[src/rtl/shift_pkg.sv]
// Shared types for the shift-register transmitter/receiver pair.
// State encoding and counter sizing helper.
package shift_pkg;

  typedef enum logic [1:0] {
    IDLE  = 2'd0,
    SHIFT = 2'd1,
    GAP   = 2'd2
  } state_t;

  // $clog2 floored at one bit so a count of 1 still gets a register
  function automatic int cnt_w(input int n);
    return (n <= 1) ? 1 : $clog2(n);
  endfunction

endpackage

[src/rtl/piso_shift_tx_if.sv]
// Parallel word handshake into the shift transmitter.
// Source drives data/valid, transmitter answers with ready.
interface piso_shift_tx_if #(
  parameter int WIDTH = 8
) ();

  logic [WIDTH-1:0] in_data;
  logic             in_valid;
  logic             in_ready;

  modport master (
    output in_data,
    output in_valid,
    input  in_ready
  );

  modport slave (
    input  in_data,
    input  in_valid,
    output in_ready
  );

endinterface

[src/rtl/shift_reg_core.sv]
// Loadable shift register, shifting toward the output end.
// Shared by the transmitter and the matching receiver.
module shift_reg_core
  import shift_pkg::*;
#(
  parameter int WIDTH     = 8,
  parameter bit MSB_FIRST = 1'b1
) (
  input  logic             clk,
  input  logic             rst_n,
  input  logic             load,
  input  logic             shift,
  input  logic             ser_in,
  input  logic [WIDTH-1:0] din,
  output logic             nxt_bit
);

  logic [WIDTH-1:0] q;

  always_ff @(posedge clk or negedge rst_n) begin
    if (!rst_n) begin
      q <= '0;
    end else if (load) begin
      q <= din;
    end else if (shift) begin
      q <= MSB_FIRST ? {q[WIDTH-2:0], ser_in}
                     : {ser_in, q[WIDTH-1:1]};
    end
  end

  // bit that reaches the output end on the next shift
  assign nxt_bit = MSB_FIRST ? q[WIDTH-2] : q[1];

endmodule

[src/rtl/piso_shift_tx.sv]
// Parallel-in/serial-out transmitter with frame strobe,
// done pulse, abort and a forced idle gap after each frame.
module piso_shift_tx
  import shift_pkg::*;
#(
  parameter int WIDTH      = 8,
  parameter bit MSB_FIRST  = 1'b1,
  parameter int GAP_CYCLES = 1,
  parameter bit IDLE_LEVEL = 1'b0
) (
  input  logic     Clk,
  input  logic     clr,
  piso_shift_tx_if.slave in_if,
  input  logic     abort,
  output logic     ser_out,
  output logic     frame,
  output logic     tx_done,
  output logic     busy
);

  localparam int BW = cnt_w(WIDTH);
  localparam int GW = cnt_w(GAP_CYCLES + 1);
  localparam logic [BW-1:0] BIT_LAST = BW'(WIDTH - 1);
  localparam logic [BW-1:0] BIT_ONE  = BW'(1);
  localparam logic [GW-1:0] GAP_LAST =
    GW'(GAP_CYCLES > 0 ? GAP_CYCLES - 1 : 0);

  state_t        state;
  logic [BW-1:0] bit_cnt;
  logic [GW-1:0] gap_cnt;
  logic          accept;
  logic          last_bit;
  logic          shift;
  logic          nxt_bit;
  logic          first_bit;

  assign in_if.in_ready = (state == IDLE);

  assign accept   = (state == IDLE) && in_if.in_valid && !abort;
  assign last_bit = (bit_cnt == '0);
  assign shift    = (state == SHIFT) && !abort && !last_bit;

  assign first_bit = MSB_FIRST ? in_if.in_data[WIDTH-1]
                               : in_if.in_data[0];

  shift_reg_core #(
    .WIDTH     (WIDTH),
    .MSB_FIRST (MSB_FIRST)
  ) u_core (
    .clk     (Clk),
    .rst_n   (clr),
    .load    (accept),
    .shift   (shift),
    .ser_in  (1'b0),
    .din     (in_if.in_data),
    .nxt_bit (nxt_bit)
  );

  always_ff @(posedge Clk or negedge clr) begin
    if (!clr) begin
      state   <= IDLE;
      bit_cnt <= '0;
      gap_cnt <= '0;
      ser_out <= IDLE_LEVEL;
      frame   <= 1'b0;
      tx_done <= 1'b0;
      busy    <= 1'b0;
    end else begin
      unique case (state)
        IDLE: begin
          if (accept) begin
            state   <= SHIFT;
            bit_cnt <= BIT_LAST;
            ser_out <= first_bit;
            frame   <= 1'b1;
            busy    <= 1'b1;
          end
        end
        SHIFT: begin
          if (abort || last_bit) begin
            ser_out <= IDLE_LEVEL;
            frame   <= 1'b0;
            tx_done <= 1'b0;
            if (!abort && GAP_CYCLES > 0) begin
              state   <= GAP;
              gap_cnt <= GAP_LAST;
            end else begin
              state <= IDLE;
              busy  <= 1'b0;
            end
          end else begin
            bit_cnt <= bit_cnt - BIT_ONE;
            ser_out <= nxt_bit;
            // pulse lands on the cycle carrying the final bit
            tx_done <= (bit_cnt == BIT_ONE);
          end
        end
        GAP: begin
          if (abort || gap_cnt == '0) begin
            state <= IDLE;
            busy  <= 1'b0;
          end else begin
            gap_cnt <= gap_cnt - GW'(1);
          end
        end
        default: begin
          state <= IDLE;
          busy  <= 1'b0;
        end
      endcase
    end
  end

endmodule

[src/flat_wrapper.sv]
// flat-port wrapper written by rule: the top's interface ports become plain ports
module piso_shift_tx_flat import shift_pkg::*;
#(
  parameter int WIDTH      = 8,
  parameter bit MSB_FIRST  = 1'b1,
  parameter int GAP_CYCLES = 1,
  parameter bit IDLE_LEVEL = 1'b0
)
  (Clk, clr, abort, ser_out, frame, tx_done, busy, in_if_in_data, in_if_in_valid, in_if_in_ready);
  piso_shift_tx_if #(.WIDTH(WIDTH)) in_if_i ();
  input  logic Clk;
  input  logic clr;
  input  logic abort;
  output logic ser_out;
  output logic frame;
  output logic tx_done;
  output logic busy;
  input wire logic [$bits(in_if_i.in_data)-1:0] in_if_in_data;
  input wire logic [$bits(in_if_i.in_valid)-1:0] in_if_in_valid;
  output wire logic [$bits(in_if_i.in_ready)-1:0] in_if_in_ready;
  assign in_if_i.in_data = in_if_in_data;
  assign in_if_i.in_valid = in_if_in_valid;
  assign in_if_in_ready = in_if_i.in_ready;
  piso_shift_tx #(.WIDTH(WIDTH), .MSB_FIRST(MSB_FIRST), .GAP_CYCLES(GAP_CYCLES), .IDLE_LEVEL(IDLE_LEVEL)) u_core (.Clk(Clk), .clr(clr), .in_if(in_if_i), .abort(abort), .ser_out(ser_out), .frame(frame), .tx_done(tx_done), .busy(busy));
endmodule
[config.mk]
export PLATFORM = sky130hd
export DESIGN_NAME = piso_shift_tx_flat
export DESIGN_NICKNAME = d
export VERILOG_FILES = /design/src/rtl/shift_pkg.sv /design/src/rtl/piso_shift_tx_if.sv /design/src/rtl/shift_reg_core.sv /design/src/rtl/piso_shift_tx.sv /design/src/flat_wrapper.sv
export SDC_FILE = /design/constraint.sdc
export NUM_CORES = 1
export LEC_CHECK = 0
export CORE_UTILIZATION = 49
export CTS_CLUSTER_SIZE = 25
export DETAILED_ROUTE_END_ITERATION = 8
export GPL_TIMING_DRIVEN = 0
export HOLD_SLACK_MARGIN = 0.08
export PLACE_DENSITY = 0.79
export SYNTH_ARGS = -nofsm -noshare
export SYNTH_HDL_FRONTEND = slang
export SYNTH_SLANG_ARGS = --single-unit
[constraint.sdc]
create_clock -name Clk -period 1.9 [get_ports Clk]
set_input_delay 0.285 -clock Clk [delete_from_list [all_inputs] [get_ports Clk]]
set_output_delay 0.285 -clock Clk [all_outputs]
set_load 0.01 [all_outputs]
Word-level counts from Yosys, hierarchy flattened
Cells that the tools add are included.
{"block": "word_totals", "reg_bits": 17, "in_bits": 12, "out_inout_bits": 5, "word_cells": 65}
{"block": "op_classes", "n_addsub": 2, "eq_ne": 10, "mux": 25, "bitwise": 1, "reduce_logical": 19}
{"op": "2-to-1 mux 7 bit", "n": 2}
{"op": "2-to-1 mux 1 bit", "n": 11}
{"op": "!= test 2 bit, second input constant", "n": 5}
{"op": "AND reduction 3 bit", "n": 3}
{"op": "2-to-1 mux 2 bit", "n": 4}
{"op": "AND reduction 4 bit", "n": 2}
{"op": "2-to-1 mux 3 bit", "n": 2}
{"op": "case mux 1 bit (2 select lines)", "n": 3}
{"op": "case mux 2 bit (3 select lines)", "n": 1}
{"op": "case mux 3 bit (2 select lines)", "n": 1}
{"op": "nonzero test 2 bit", "n": 3}
{"op": "logical AND 1 bit", "n": 4}
{"op": "!= test 2 x 1 -> 1 bit, second input constant", "n": 2}
{"op": "equality test 3 x 1 -> 1 bit, second input constant", "n": 1}
{"op": "zero test 3 bit", "n": 1}
{"op": "case mux 1 bit (3 select lines)", "n": 1}
{"op": "subtractor 3 x 1 -> 3 bit, second input constant", "n": 1}
{"op": "equality test 2 x 1 -> 1 bit, second input constant", "n": 1}
{"op": "equality test 2 bit, second input constant", "n": 1}
{"op": "zero test 1 bit", "n": 2}
{"op": "zero test 2 bit", "n": 1}
{"op": "logical OR 1 bit", "n": 2}
{"op": "AND reduction 2 bit", "n": 1}
{"op": "NOT 1 bit", "n": 1}
{"op": "subtractor 1 bit, second input constant", "n": 1}

Depth between registers and ports, before layout
Gate-level depths: netlist of run 1.
{"block": "depth", "word_depth": 5, "mapped_depth": 7}

By module
A second synthesis of run 1 with hierarchy kept.
{"block": "unflattened", "hier_cells": 79, "hier_area_um2": 869.6}
{"mod": "piso_shift_tx", "instances": 1, "cells_per_inst": 49, "area_each_um2": 544.3, "seq_area_each_um2": 250.2}
{"mod": "shift_reg_core", "instances": 1, "cells_per_inst": 30, "area_each_um2": 325.3, "seq_area_each_um2": 175.2}

Worst setup path after synthesis of run 1
OpenSTA, ideal clock, no wires.
{"block": "synth_path", "path_type": "register to register", "start": "register u_core.bit_cnt[0]", "end": "register u_core.u_core.q[1]", "setup_ns": 0.124, "t_arrival_ns": 1.588, "required_ns": 1.776, "setup_slack_ns": 0.188, "path_stages_with_launch": 8, "n_path_buf": 1, "synth_period_minus_slack_ns": 1.712, "cell_sequence": "dfrtp_1 -> inv_1 -> ha_1 -> ha_1 -> or4b_1 -> buf_6 -> o22ai_1 -> a21oi_1"}
{"block": "synth_via", "elab_chain_cells": 4}
{"element": "start, declared", "line_no": "piso_shift_tx.sv:29", "text": "logic [BW-1:0] bit_cnt;"}
{"element": "start signal, assigned", "line_no": "piso_shift_tx.sv:92", "text": "bit_cnt <= bit_cnt - BIT_ONE;"}
{"element": "zero test 3 bit", "line_no": "piso_shift_tx.sv:40", "text": "assign last_bit = (bit_cnt == '0);"}
{"element": "zero test 1 bit", "line_no": "piso_shift_tx.sv:41", "text": "assign shift = (state == SHIFT) && !abort && !last_bit;"}
{"element": "logical AND 1 bit", "line_no": "piso_shift_tx.sv:41"}
{"element": "nonzero test 2 bit (no source line)"}
{"element": "end signal, assigned", "line_no": "shift_reg_core.sv:24", "text": "q <= din;"}
{"element": "end signal, assigned", "line_no": "shift_reg_core.sv:26", "text": "q <= MSB_FIRST ? {q[WIDTH-2:0], ser_in}"}
{"element": "end, declared", "line_no": "shift_reg_core.sv:18", "text": "logic [WIDTH-1:0] q;"}
Every way passes these cells.
A chain may end at the register's enable or synchronous reset.

Worst setup path after layout of run 1
{"block": "layout_path", "start": "register u_core.state[0]", "end": "output port in_if_in_ready"}
{"block": "layout_via", "elab_chain_cells": 1}
{"element": "start, declared", "line_no": "piso_shift_tx.sv:28", "text": "state_t state;"}
{"element": "start signal, assigned", "line_no": "piso_shift_tx.sv:61", "text": "state <= IDLE;"}
{"element": "start signal, assigned", "line_no": "piso_shift_tx.sv:72", "text": "state <= SHIFT;"}
{"element": "start signal, assigned", "line_no": "piso_shift_tx.sv:85", "text": "state <= GAP;"}
{"element": "zero test 2 bit", "line_no": "piso_shift_tx.sv:37", "text": "assign in_if.in_ready = (state == IDLE);"}
{"element": "end, declared", "line_no": "flat_wrapper.sv:20", "text": "output wire logic [$bits(in_if_i.in_ready)-1:0] in_if_in_ready;"}
Every way passes these cells.

==> impl_metrics.py, run 1 <==
metrics = {
    "placed_design": {
        "io_buffers": 15,
        "place.gp.congestion": 0.744,
        "place_hpwl_um": 1190,
    },
    "worst_setup_path": {
        "critPathArrivalTime_ns": 1.51,
        "startpoint_type": "flop",
        "cp_max_fo": 10,
        "crit_required_ns": 1.62,
        "ff2ff_setup_slack_ns": 0.11,
        "critical_path_class": "reg2out",
        "crit_path_end_kind": "output port",
    },
    "global_routing": {
        "antenna_found_initial": 0,
        "overflow": 0,
        "grt_pass1_vias": 651,
        "grt_use_total_pct": 19.7,
        "grt_first_pass_wirelength_um": 2820,
        "grt_max_degree": 18,
    },
    "detailed_routing": {
        "dr.pass1.iters": 7,
        "drt-wirelength-per-cell_um": 14.1,
        "dr_wl_met2_um": 840,
        "vias_per_cell": 5.43,
        "vias": 652,
        "routed_wl_um": 1690,
        "drc": 0,
        "antenna_left": 0,
        "dr_wl_met3_um": 71,
        "routed.top_layer": "met3",
        "wl_met1_um": 781,
        "drt-initial-drc-count": 14,
    },
    "pwr": {
        "p_int_uw": 629,
        "netSwitchingFraction_pct": 28.0,
        "power_frac_seq_pct": 52.7,
        "leakagePower_uw": 0.000516,
        "p_switching_uw": 244,
        "p_per_area_mw_per_mm2": 798,
        "vdd_drop_max_v": 0.000492,
        "combPwrFrac_pct": 25.7,
        "clkPwrFrac_pct": 21.6,
    },
    "die": {
        "die-area_mm2": 0.00195,
        "die_x_um": 44.2,
        "die_y_um": 44.2,
        "rows": 14,
        "coreArea_mm2": 0.00158,
        "boundaryPins": 17,
        "start_util_pct": 55.2,
    },
    "worst_hold_path": {
        "hold_class": "in2reg",
    },
    "clock_network": {
        "cts_root_buf": "clkbuf_4",
        "clk_latency_ns": 0.28,
        "cts_sinks": 17,
        "cts_made_buffers": 3,
        "clock_tree.buffer_depth": 2,
        "cts_tree": "done",
        "clkSlewWorstSetupHoldPaths_ns": 0.10,
        "cts.htree.levels": 1,
    },
    "yosys": {
        "ys_types": 25,
        "yosys_warnings": 0,
        "syn-num-nets": 97,
        "avgSynthCellArea_um2": 10.6,
        "syn_inst": 82,
        "synth_seq_cells": 17,
        "netlist_area_um2": 871,
        "ys_seq_area_share_pct": 48.9,
    },
    "timing": {
        "setup_tns_ns": 0,
        "timing_hold_violations_final": 0,
        "period_needed_ns": 1.80,
        "slew_viol_final": 0,
        "period_share_pct": 94.6,
        "tightest_slew_ns": 0.754,
        "slew_headroom_pct": 49.6,
        "fmax_mhz": 557,
        "rsz0062_at_grt": "no",
        "fin_worst_skew_ns": 0.00947,
        "finalHoldWorstSlack_ns": 0.189,
        "setup_viol": 0,
    },
    "final_layout": {
        "n_antenna_cell": 0,
        "drive_gt1_share_pct": 19.2,
        "fin_util_pct": 69.4,
        "synthToLayoutAreaGrowth_pct": 25.7,
        "fillers": 127,
        "fin_nets": 120,
        "multiInputGateArea_um2": 349,
        "regArea_um2": 425,
    },
    "flow_run": {
        "maxCapViolCount": 0,
    },
    "status": {
        "status": "completed",
    },
}
[flip-flops by register name, summed over array words and instances (netlist names)]
name             count
u_core.gap_cnt       1
u_core.ser_out       1
u_core.tx_done       1
u_core.u_core.q      7
u_core.bit_cnt       3
u_core.state         2
u_core.busy          1
u_core.frame         1
[worst paths after layout]
| kind | depth (start not counted) | end | start |
|---|---|---|---|
| worst max register to register | 7 | u_core.u_core.q[4] | u_core.bit_cnt[0] |
| worst min register to register | 1 | u_core.tx_done | u_core.tx_done |
| max in group asynchronous | 1 | u_core.u_core.q[1] | clr |
| worst max-delay path | 3 | in_if_in_ready | u_core.state[0] |
| min in group asynchronous | 1 | u_core.gap_cnt | clr |
| worst min-delay path | 2 | u_core.state[1] | abort |
[stage by stage]
step / area (um2) / total power, uW / setup WS, ns / std cells
floorplan: 871 / 588 / 0.188 / 82
global placement: 1040 / 668 / 0.000546 / 113
detailed placement: 1040 / 677 / -0.0432 / 113
CTS: 1070 / 867 / 0.0582 / 117
global route: 1090 / 928 / 0.00958 / 120
finish: 1090 / 873 / 0.103 / 120
[metal layers]
metal | vias up | global-route usage [%]
li1 | 325 | -
met1 | 314 | 26.1
met2 | 13 | 32.9
met3 | 0 | 4.90
met4 | 0 | 3.64
met5 | - | 0
[cell usage after synthesis]
master | instances | share of area, %
a21oi_1 | 10 | 5.7
a22o_1 | 1 | 1.0
a32o_1 | 1 | 1.1
a32oi_1 | 1 | 1.0
and2b_1 | 1 | 0.86
and4bb_2 | 1 | 1.4
buf_2 | 1 | 0.57
buf_4 | 1 | 0.86
buf_6 | 4 | 5.2
dfrtp_1 | 17 | 49
ha_1 | 3 | 4.3
inv_1 | 11 | 4.7
mux2_2 | 2 | 2.6
nand2_1 | 5 | 2.2
nand2b_1 | 1 | 0.72
nand3b_1 | 2 | 1.7
nor2_1 | 4 | 1.7
nor2b_1 | 3 | 2.2
nor4b_1 | 2 | 2.0
o21ai_0 | 2 | 1.1
o22ai_1 | 3 | 2.2
o22ai_2 | 3 | 4.3
o31ai_1 | 1 | 0.86
or4b_1 | 1 | 1.1
or4b_4 | 1 | 1.6
[power groups by stage]
stage	logic, uW	clock network [uW]	registers, uW
detailed placement	210	0	467
finish	225	188	461
floorplan	123	0	465
global placement	203	0	464
CTS	212	196	460
global route	253	209	467
[cells in the final DEF (no fill, tap or decap), types with 2 or more instances in the layout]
cell and count:
mux2_2 2, dfrtp_1 17, nand3b_1 2, nand2_1 5, buf_6 4, inv_1 11, o22ai_1 3, nor2_1 4
nor2b_1 3, ha_1 2, nor4b_1 2, a21oi_1 10, o22ai_2 3, clkdlybuf4s50_1 15, buf_4 5, clkbuf_4 3
[logic make-up (layout without fill, tap and decap cells)]
logic type | after synthesis | count (layout) | share of synthesized area [%]
compound gates | 22 | 22 | 17.4
simple gates | 21 | 21 | 15.5
flops | 17 | 17 | 48.9
buf+inv | 17 | 39 | 11.4
fa+ha+maj | 3 | 3 | 4.31
mux | 2 | 2 | 2.59
[layout make-up]
type	count	share of cell area, %
plain buffers	6	5.49
clock buffers	4	2.40
inverters	11	3.77
multi-input cells	48	31.9
flip-flops and latches	17	38.9
well taps	16	1.83
repair buffers	18	15.8
[repair_timing]
item / 4_1_cts / 5_1_grt
hold buffers: 0 / 0
endpoints found under the setup margin: 1 / 8
buffers inserted: 0 / 3
gates resized for setup: 2 / 1
[worst max-delay path: stages (launching register included)]
cell and delay (ns):
dfrtp_1 0.42, buf_4 0.18, nor2_1 0.10, clkdlybuf4s50_1 0.54
Note: power is estimated with default switching activity, not from simulation.
==> inputs of run 2 (changes only) <==
CAP_MARGIN = 30   (was not set)
==> results of run 2 <==
Final layout, timing and power as in run 1 (identical DEF).
